### src/rtl/task_pkg.sv
// Shared definitions for the task issuer: default configuration,
// derived widths for that configuration, and the command op encoding.
package task_pkg;

    // Width of an index into n items; never narrower than one bit.
    function automatic int unsigned id_width(input int unsigned n);
        return (n > 1) ? $clog2(n) : 1;
    endfunction

    localparam int unsigned PTW_DEF      = 16;
    localparam int unsigned MTW_DEF      = 0;
    localparam int unsigned TREE_NUM_DEF = 4;
    localparam int unsigned TREE_CAP_DEF = 15;
    localparam int unsigned POP_LAT_DEF  = 2;

    localparam int unsigned DW   = MTW_DEF + PTW_DEF;
    localparam int unsigned TIDW = id_width(TREE_NUM_DEF);
    localparam int unsigned CNTW = $clog2(TREE_NUM_DEF * TREE_CAP_DEF + 1);

    typedef enum logic {
        OP_POP  = 1'b0,
        OP_PUSH = 1'b1
    } cmd_op_e;

endpackage

### src/rtl/pop_lat_pipe.sv
// Valid-only delay line tracking pops in flight inside the task generator.
// A bit entering at i_in appears on o_tap DEPTH cycles later.
module pop_lat_pipe #(
    parameter int unsigned DEPTH = 2
) (
    input  logic i_clk,
    input  logic i_arst,
    input  logic i_in,
    output logic o_tap,
    output logic o_busy
);

    logic [DEPTH-1:0] stage;

    // Shift the in-flight markers one stage per cycle; reset drops them all.
    always_ff @(posedge i_clk or posedge i_arst) begin
        if (i_arst) begin
            stage <= '0;
        end else begin
            stage <= (stage << 1) | DEPTH'(i_in);
        end
    end

    assign o_tap  = stage[DEPTH-1];
    assign o_busy = |stage;

endmodule

### src/rtl/task_issuer.sv
// Task issuer: accepts push/pop commands, tracks per-tree occupancy and
// a global element count, and forwards strobes to the task generator.
// Handshake: a command transfers on a rising edge where i_cmd_valid and
// o_cmd_ready are both high; o_cmd_ready depends only on the generator's
// fifo-full backpressure, never on i_cmd_valid.
module task_issuer #(
    parameter int unsigned PTW      = task_pkg::PTW_DEF,
    parameter int unsigned MTW      = task_pkg::MTW_DEF,
    parameter int unsigned TREE_NUM = task_pkg::TREE_NUM_DEF,
    parameter int unsigned TREE_CAP = task_pkg::TREE_CAP_DEF,
    parameter int unsigned POP_LAT  = task_pkg::POP_LAT_DEF,
    parameter int unsigned CNTW     = $clog2(TREE_NUM * TREE_CAP + 1),
    localparam int unsigned DW      = MTW + PTW,
    localparam int unsigned TIDW    = task_pkg::id_width(TREE_NUM)
) (
    input  logic            i_clk,
    input  logic            i_arst,
    input  logic            i_cmd_valid,
    output logic            o_cmd_ready,
    input  logic            i_cmd_op,
    input  logic [TIDW-1:0] i_cmd_tree_id,
    input  logic [DW-1:0]   i_cmd_data,
    output logic            o_push,
    output logic [TIDW-1:0] o_push_tree_id,
    output logic [DW-1:0]   o_push_data,
    output logic            o_pop,
    input  logic [TIDW-1:0] i_pop_tree_id,
    input  logic [DW-1:0]   i_pop_data,
    input  logic            i_task_fifo_full,
    output logic            o_rsp_valid,
    output logic [TIDW-1:0] o_rsp_tree_id,
    output logic [DW-1:0]   o_rsp_data,
    output logic            o_err_push_full,
    output logic            o_err_pop_empty,
    output logic [CNTW-1:0] o_total_cnt,
    output logic            o_idle
);

    import task_pkg::OP_PUSH;

    localparam int unsigned OCCW = $clog2(TREE_CAP + 1);

    logic [OCCW-1:0]     occ [TREE_NUM];
    logic [CNTW-1:0]     total;
    logic                cmd_acc;
    logic                is_push;
    logic                is_pop;
    logic                push_ok;
    logic                pop_ok;
    logic [OCCW-1:0]     occ_sel;
    logic                tid_in_range;
    logic [TREE_NUM-1:0] occ_inc;
    logic [TREE_NUM-1:0] occ_dec;
    logic                pipe_tap;
    logic                pipe_busy;

    assign o_cmd_ready = ~i_task_fifo_full;
    assign cmd_acc     = i_cmd_valid & o_cmd_ready;
    assign is_push     = cmd_acc & (i_cmd_op == OP_PUSH);
    assign is_pop      = cmd_acc & (i_cmd_op != OP_PUSH);

    // Occupancy of the addressed tree; an id with no tree behind it counts as full.
    always_comb begin
        occ_sel      = '0;
        tid_in_range = 1'b0;
        for (int k = 0; k < TREE_NUM; k++) begin
            if (i_cmd_tree_id == TIDW'(k)) begin
                occ_sel      = occ[k];
                tid_in_range = 1'b1;
            end
        end
    end

    assign push_ok = is_push & tid_in_range & (occ_sel < OCCW'(TREE_CAP));
    assign pop_ok  = is_pop & (total != '0);

    // Per-tree up/down requests; a response never takes a tree below zero.
    always_comb begin
        occ_inc = '0;
        occ_dec = '0;
        for (int k = 0; k < TREE_NUM; k++) begin
            occ_inc[k] = push_ok & (i_cmd_tree_id == TIDW'(k));
            occ_dec[k] = pipe_tap & (i_pop_tree_id == TIDW'(k)) & (occ[k] != '0);
        end
    end

    // Per-tree occupancy: simultaneous push and response on one tree cancel out.
    always_ff @(posedge i_clk or posedge i_arst) begin
        if (i_arst) begin
            for (int k = 0; k < TREE_NUM; k++) begin
                occ[k] <= '0;
            end
        end else begin
            for (int k = 0; k < TREE_NUM; k++) begin
                occ[k] <= occ[k] + OCCW'(occ_inc[k]) - OCCW'(occ_dec[k]);
            end
        end
    end

    // Global count: pops are charged at issue time, so back-to-back pops see it drop.
    always_ff @(posedge i_clk or posedge i_arst) begin
        if (i_arst) begin
            total <= '0;
        end else if (push_ok) begin
            total <= total + CNTW'(1);
        end else if (pop_ok) begin
            total <= total - CNTW'(1);
        end
    end

    // Generator strobes and error pulses, one cycle after the accepting edge.
    always_ff @(posedge i_clk or posedge i_arst) begin
        if (i_arst) begin
            o_push          <= 1'b0;
            o_push_tree_id  <= '0;
            o_push_data     <= '0;
            o_pop           <= 1'b0;
            o_err_push_full <= 1'b0;
            o_err_pop_empty <= 1'b0;
        end else begin
            o_push          <= push_ok;
            o_pop           <= pop_ok;
            o_err_push_full <= is_push & ~push_ok;
            o_err_pop_empty <= is_pop & ~pop_ok;
            if (push_ok) begin
                o_push_tree_id <= i_cmd_tree_id;
                o_push_data    <= i_cmd_data;
            end
        end
    end

    pop_lat_pipe #(
        .DEPTH (POP_LAT)
    ) u_pop_lat_pipe (
        .i_clk  (i_clk),
        .i_arst (i_arst),
        .i_in   (o_pop),
        .o_tap  (pipe_tap),
        .o_busy (pipe_busy)
    );

    // Capture the generator's pop result on the cycle its latency expires.
    always_ff @(posedge i_clk or posedge i_arst) begin
        if (i_arst) begin
            o_rsp_valid   <= 1'b0;
            o_rsp_tree_id <= '0;
            o_rsp_data    <= '0;
        end else begin
            o_rsp_valid <= pipe_tap;
            if (pipe_tap) begin
                o_rsp_tree_id <= i_pop_tree_id;
                o_rsp_data    <= i_pop_data;
            end
        end
    end

    assign o_total_cnt = total;
    assign o_idle      = (total == '0) & ~o_pop & ~pipe_busy;

endmodule
### config.mk
export PLATFORM = sky130hd
export DESIGN_NAME = task_issuer
export DESIGN_NICKNAME = d
export VERILOG_FILES = /design/src/rtl/task_pkg.sv /design/src/rtl/pop_lat_pipe.sv /design/src/rtl/task_issuer.sv
export SDC_FILE = /design/constraint.sdc
export NUM_CORES = 1
export LEC_CHECK = 0
export BUFFER_PORTS_ARGS = -buffer_cell sky130_fd_sc_hd__buf_2
export CAP_MARGIN = 10
export CORE_MARGIN = 2
export CORE_UTILIZATION = 54
export CTS_BUF_LIST = sky130_fd_sc_hd__clkbuf_2 sky130_fd_sc_hd__clkbuf_4 sky130_fd_sc_hd__clkbuf_8
export CTS_CLUSTER_SIZE = 8
export DETAILED_ROUTE_END_ITERATION = 7
export PLACE_DENSITY = 0.82
export RECOVER_POWER = 100
export SETUP_SLACK_MARGIN = 0.5
export SYNTH_ARGS = -nofsm -noshare
export SYNTH_HDL_FRONTEND = slang
export SYNTH_SLANG_ARGS = --single-unit
### constraint.sdc
create_clock -name i_clk -period 2.8 [get_ports i_clk]
set_input_delay 0.28 -clock i_clk [delete_from_list [all_inputs] [get_ports i_clk]]
set_output_delay 0.28 -clock i_clk [all_outputs]
set_load 0.05 [all_outputs]
==> results of run 1 <==
## area by class of cell
class | count | area [sq um] | share of cell area [%]
repair buffers | 100 | 459 | 11.6
multi-input cells | 138 | 1410 | 35.4
well taps | 72 | 90.1 | 2.27
clock inverters | 7 | 143 | 3.60
clock buffers | 9 | 124 | 3.12
inverters | 30 | 118 | 2.97
flip-flops and latches | 65 | 1630 | 41.0
## worst max path at each step
stage | from | end | slack [ns] | depth (start not counted)
after floorplan | occ[15] | o_total_cnt[4] | 0.31 | 11
after global placement | i_task_fifo_full | o_total_cnt[4] | 0.28 | 11
after detailed placement | i_task_fifo_full | o_total_cnt[4] | 0.22 | 11
after CTS | occ[15] | occ[9] | 0.42 | 11
after global routing | occ[15] | o_total_cnt[5] | 0.16 | 11
final | occ[15] | o_total_cnt[4] | 0.26 | 10
## per-layer routing
| metal | wire (um) | global-route usage [%] |
|---|---|---|
| met1 | 2800 | 26.1 |
| met2 | 3100 | 33.3 |
| met3 | 388 | 3.60 |
| met4 | 153 | 11.4 |
| met5 | 0 | 0 |
## registers in the layout, indices dropped and copies added, names as in the netlist
| signal | count |
|---|---|
| o_err_push_full | 1 |
| o_err_pop_empty | 1 |
| o_push | 1 |
| occ | 16 |
| o_rsp_tree_id | 2 |
| o_rsp_valid | 1 |
| o_pop | 1 |
| o_total_cnt | 6 |
| o_push_tree_id | 2 |
| o_push_data | 16 |
| o_rsp_data | 16 |
| u_pop_lat_pipe.stage | 2 |
## stage by stage
step | cell area (sq um) | std cells | utilization, % | setup WS, ns | hold slack (ns)
2_1_floorplan | 3200 | 237 | - | 0.306 | 0.373
3_3_place_gp | 3720 | 398 | 66.8 | 0.283 | 0.378
3_5_place_dp | 3720 | 398 | 66.8 | 0.222 | 0.391
4_1_cts | 4070 | 420 | 73.1 | 0.424 | 0.0586
5_1_grt | 3970 | 421 | 71.2 | 0.164 | 0.146
6_report | 3970 | 421 | 71.2 | 0.256 | 0.158
## placed cells by master, fill, tap and decap left out, types with 8 or more instances in the layout
cell / netlist / final
a21o_1: 8 / 8
buf_2: 0 / 40
clkbuf_1: 1 / 52
clkbuf_8: 0 / 9
dfrtp_1: 65 / 64
ha_1: 24 / 19
inv_1: 30 / 27
mux2_1: 4 / 17
mux2_2: 18 / 18
xor2_1: 8 / 8
## repair_timing
item / in CTS / in global routing
setup endpoints to repair: 9 / 15
pin swaps: 12 / 12
resized for setup: 9 / 17
buffers inserted: 6 / 1
cloned: 0 / 0
endpoints found under the hold margin: 0 / 0
## logic make-up after synthesis
| group | Yosys count |
|---|---|
| flops | 65 |
| mux | 38 |
| buf+inv | 34 |
| simple gates | 31 |
| fa+ha+maj | 29 |
| compound gates | 27 |
| xor+xnor | 13 |
## critical path, stage by stage (launching register included)
cell	delay, ns
dfrtp_1	0.38
nor4bb_1	0.14
a31o_2	0.25
nor3_1	0.29
and2_4	0.26
inv_6	0.06
fa_1	0.39
a21o_1	0.19
a21oi_2	0.15
xnor2_1	0.08
mux2_4	0.26
## Yosys cell counts, drive strengths merged, types with 2 or more instances
| master | n |
|---|---|
| mux2 | 38 |
| nand3b | 3 |
| dfrtp | 65 |
| fa | 5 |
| nor4 | 2 |
| nor3 | 5 |
| xor2 | 8 |
| nor2 | 7 |
| ha | 24 |
| xnor2 | 5 |
| a211oi | 3 |
| nand3 | 3 |
| a21oi | 9 |
| a21o | 8 |
| buf | 3 |
| nand2 | 4 |
| o21ai | 2 |
| nand4b | 2 |
| inv | 30 |
## power by group through the flow
stage | combinational (mW) | clock (mW) | sequential [mW]
4_1_cts | 2.11 | 1.07 | 1.50
3_3_place_gp | 1.97 | 0 | 1.49
2_1_floorplan | 0.950 | 0 | 2.13
6_report | 2.05 | 1.05 | 1.51
3_5_place_dp | 2.02 | 0 | 1.51
5_1_grt | 2.24 | 1.11 | 1.55
==> flow_metrics.py, run 1 <==
metrics = {
    "status": {
        "status": "finished, final reports clean",
    },
    "global_route": {
        "grt_pass1_vias": 2188,
        "grt_max_degree": 35,
        "grt.total_usage_pct": 20.5,
        "antenna_found_initial": 0,
        "grt_overflow": 0,
        "grt_first_pass_wirelength_mm": 9.93,
    },
    "synthesis": {
        "syn_area_sq_um": 3150,
        "synth_ff_type": "dfrtp_1",
        "synth_cell_types": 36,
        "ys_seq_area_share_pct": 51.6,
        "synth_nets": 307,
        "synth_top_family_by_area": "multiplexers",
        "yosys.area.top_type_share_pct": 51.6,
        "yosysTopAreaCell": "dfrtp_1",
        "async_flop_share_pct": 100,
        "synth_edf_count": 0,
        "yosys-top-cells-area": "dfrtp_1 (52%), ha_1 (9.5%), mux2_4 (7.6%)",
        "syn_avg_cell_area_sq_um": 13.3,
        "ys_ff_latch": 65,
        "synth_xor_area_share_pct": 3.61,
        "muxShareOfSynthArea_pct": 15.5,
        "synth-simple-area-share_pct": 5.99,
        "ys_warn_count": 0,
        "synthCells": 237,
        "synth_compound_area_share_pct": 5.68,
        "synthAdderAreaFrac_pct": 12.7,
    },
    "cts": {
        "tritoncts.num_buffers": 9,
        "cts_tree": "yes",
        "postCtsHoldBufs": 0,
        "cts.sinks": 65,
        "clockBufferDepth": 2,
        "cts_root_buffer": "clkbuf_8",
        "path_clk_slew_ns": 0.08,
        "cts_max_level": 3,
        "clk_latency_ns": 0.34,
    },
    "die": {
        "ioPinCount": 90,
        "initial_core_util_pct": 56.5,
        "die_h_um": 80.4,
        "core_area_sq_um": 5570,
        "die_area_sq_um": 6460,
        "row_count": 27,
        "die_x_um": 80.4,
    },
    "worst_setup_path": {
        "reg2reg_from": "occ[15]",
        "cp_data_arrival_time_ns": 2.77,
        "required_ns": 3.03,
        "critPathLaunchType": "flop",
        "worstPathMaxFanout": 5,
        "worstSetupPathType": "flop to flop",
        "reg2reg_depth": 10,
        "ff2ff_setup_slack_ns": 0.26,
        "crit_path_end_kind": "flop",
        "r2r_end": "o_total_cnt[4]",
    },
    "power": {
        "clkPwrFrac_pct": 22.7,
        "seqPwrFrac_pct": 32.7,
        "finalPower_mw": 4.60,
        "cellLeakagePower_nw": 1.88,
        "switchingPower_mw": 1.94,
        "vdd_drop_max_mv": 0.640,
        "swShare_pct": 42.1,
        "intPower_mw": 2.67,
        "power_density_nw_per_um2": 1160,
        "p_comb_share_pct": 44.6,
    },
    "placement": {
        "io_buffers": 89,
        "hpwl_mm": 4.49,
        "place.gp.congestion": 0.792,
    },
    "cells_and_area": {
        "syn_to_final_growth_pct": 25.8,
        "nets": 414,
        "drive_above_1_share_pct": 30.9,
        "antenna_cells": 0,
        "fill_cells": 445,
    },
    "drt": {
        "vias": 2194,
        "dr.first_iter.drc_count": 64,
        "antenna_left": 0,
        "drtPass1Iterations": 4,
        "route.detailed.wl_per_inst_um": 15.3,
        "drc": 0,
        "wirelength_mm": 6.44,
        "via_per_inst": 5.21,
    },
    "flow_run": {
        "cap_violations": 0,
    },
    "timing": {
        "worst_pin_slew_ns": 1.24,
        "fin_crit_sh_pct": 90.9,
        "grt_setup_unrepaired": "true",
        "setup_tns_ns": 0,
        "maxSlewHeadroom_pct": 17.3,
        "final_max_slew_viol_count": 0,
        "hold_viol": 0,
        "post-route-min-period_ns": 2.54,
        "setup_viol": 0,
        "finalClockSkew_ns": 0.00870,
        "fmax_mhz": 393,
    },
    "min_path": {
        "hold_end": "o_push_data[2]",
        "worstHoldStart": "i_cmd_data[2]",
        "hp-class": "input port to flop",
        "worstHoldPathCells": 2,
    },
}
(Power assumes the default switching activity.)
==> run 2: changes to the inputs <==
- CORE_UTILIZATION: 54 -> 55
- PLACE_DENSITY: 0.82 -> 0.84
- clock period: 2.8 -> 3.2 ns (I/O delays scaled with it)
==> run 2 against run 1 <==
Against the previous run:
- utilization shrank 2.2 points
- critical path type unchanged
- power shrank 19%
- cell count shrank 0.95%
- clock-buffer cell count grew 1
- largest power group unchanged
==> flow_metrics.py, run 2 (synthesis results as in run 1) <==
metrics = {
    "status": {
        "status": "finished, final reports clean",
    },
    "power": {
        "swShare_pct": 44.0,
        "intPower_mw": 2.10,
        "p_comb_share_pct": 44.1,
        "power_density_nw_per_um2": 988,
        "vdd_drop_max_mv": 0.547,
        "switchingPower_mw": 1.65,
        "clkPwrFrac_pct": 21.0,
        "seqPwrFrac_pct": 34.9,
        "cellLeakagePower_nw": 1.81,
    },
    "global_route": {
        "grt_first_pass_wirelength_mm": 9.75,
        "grt.total_usage_pct": 20.6,
        "grt_max_degree": 38,
        "antenna_found_initial": 0,
        "grt_pass1_vias": 2077,
        "grt_overflow": 0,
    },
    "drt": {
        "wirelength_mm": 6.14,
        "drtPass1Iterations": 4,
        "drc": 0,
        "via_per_inst": 5.16,
        "dr.first_iter.drc_count": 84,
        "antenna_left": 0,
        "route.detailed.wl_per_inst_um": 14.7,
        "vias": 2152,
    },
    "worst_setup_path": {
        "crit_path_end_kind": "flop",
        "critPathLaunchType": "flop",
        "cp_num_buf_inv": 1,
        "slowest_delay_ns": 0.39,
        "worstSetupPathType": "flop to flop",
        "reg2reg_from": "occ[15]",
        "reg2reg_depth": 11,
        "ff2ff_setup_slack_ns": 0.47,
        "cp_slowest_cell": "dfrtp_1",
        "worstPathMaxFanout": 5,
        "path_cells": "nor4bb_1 -> a31o_2 -> nor3_4 -> and2_0 -> inv_1 -> ha_1 -> a211oi_2 -> o21bai_1 -> a21o_1 -> a31oi_1 -> xnor2_1",
        "path_delay_family": "compound AO/OA/AOI/OAI gates",
        "cp_data_arrival_time_ns": 3.00,
        "r2r_end": "o_total_cnt[5]",
        "required_ns": 3.47,
    },
    "cells_and_area": {
        "antenna_cells": 0,
        "stdcell_count": 417,
        "syn_to_final_growth_pct": 20.4,
        "final_cell_mix": "dfrtp_1 (65), clkbuf_1 (54), buf_2 (40)",
        "drive_above_1_share_pct": 23.8,
        "nets": 410,
        "layout_commonest_cell": "dfrtp_1",
        "top_regs": "o_push_data (16), o_rsp_data (16), occ (16)",
    },
    "cts": {
        "clk_latency_ns": 0.34,
        "cts_root_buffer": "clkbuf_8",
        "cts_max_level": 3,
        "cts.sinks": 65,
        "cts_tree": "yes",
        "tritoncts.num_buffers": 9,
        "clockBufferDepth": 2,
        "postCtsHoldBufs": 0,
        "path_clk_slew_ns": 0.07,
    },
    "timing": {
        "grt_setup_unrepaired": "false",
        "post-route-min-period_ns": 2.73,
        "fmax_mhz": 366,
        "setup_tns_ns": 0,
        "worst_pin_slew_ns": 1.38,
        "setup_viol": 0,
        "maxSlewHeadroom_pct": 7.66,
        "hold_viol": 0,
        "final_max_slew_viol_count": 0,
        "fin_crit_sh_pct": 85.3,
        "finalClockSkew_ns": 0.00813,
    },
    "min_path": {
        "worstHoldPathCells": 2,
        "hp-class": "input port to flop",
        "hold_end": "o_push_data[12]",
        "worstHoldStart": "i_cmd_data[12]",
    },
    "die": {
        "core_area_sq_um": 5510,
        "die_area_sq_um": 6350,
        "ioPinCount": 90,
        "initial_core_util_pct": 57.2,
        "die_x_um": 79.7,
        "die_h_um": 79.7,
        "row_count": 27,
    },
    "flow_run": {
        "cap_violations": 0,
    },
    "placement": {
        "io_buffers": 89,
        "placed_cells": 398,
        "hpwl_mm": 4.57,
        "place.gp.congestion": 0.763,
    },
}
==> run 2: cell type report <==
class	count	area [sq um]
timing repair buffer	96	418
clock inverter	6	91.3
multi-input combinational	138	1320
inverter	30	113
tap	72	90.1
clock buffer	10	138
fill	433	1710
sequential	65	1630
==> run 2: repair_timing <==
action,in CTS,in global routing
gates resized for setup,0,1
setup buffers,0,3
endpoints found under the setup margin,0,2
hold endpoints to repair,0,0
==> run 2: how the worst max path moves through the flow <==
stage	start	to	slack [ns]	cells past startpoint
finish	occ[15]	o_total_cnt[5]	0.47	11
floorplan	occ[15]	o_total_cnt[4]	0.66	11
global route	occ[15]	o_total_cnt[4]	0.38	10
global placement	i_task_fifo_full	o_total_cnt[5]	0.61	12
detailed placement	i_task_fifo_full	o_total_cnt[5]	0.46	12
CTS	occ[15]	o_total_cnt[5]	0.57	11
==> run 2: worst register-to-register path: cells and delay by family, from the launching register on <==
kind / cells / cell delay (ns)
compound gates: 5 / 1.04
xor+xnor: 1 / 0.14
fa+ha+maj: 1 / 0.33
buf+inv: 1 / 0.15
flops: 1 / 0.39
simple gates: 3 / 0.61
==> run 2: power groups by stage <==
stage,Combinational [mW],Sequential [mW],Clock [mW]
2_1_floorplan,0.793,1.86,0
3_3_place_gp,1.68,1.30,0
3_5_place_dp,1.75,1.31,0
4_1_cts,1.76,1.30,0.800
5_1_grt,1.80,1.35,0.834
6_report,1.65,1.31,0.786
==> run 2: per-stage QoR <==
stage | util, % | hold slack [ns] | power (mW) | cell area, sq um | setup slack (ns)
after CTS | 71.0 | 0.137 | 3.87 | 3910 | 0.574
after global routing | 68.9 | 0.182 | 3.98 | 3790 | 0.379
after detailed placement | 66.8 | 0.394 | 3.07 | 3680 | 0.456
after floorplan | - | 0.373 | 2.65 | 3160 | 0.664
after global placement | 66.8 | 0.385 | 2.98 | 3680 | 0.606
final | 68.9 | 0.190 | 3.75 | 3790 | 0.470
==> run 2: metal layers <==
metal  wire, um  vias to the layer above  track usage, %
li1           -                     1025               -
met1       2620                     1052            25.4
met2       3050                       67            33.9
met3        379                        8            5.77
met4         97                        0            8.79
met5          0                        -               0
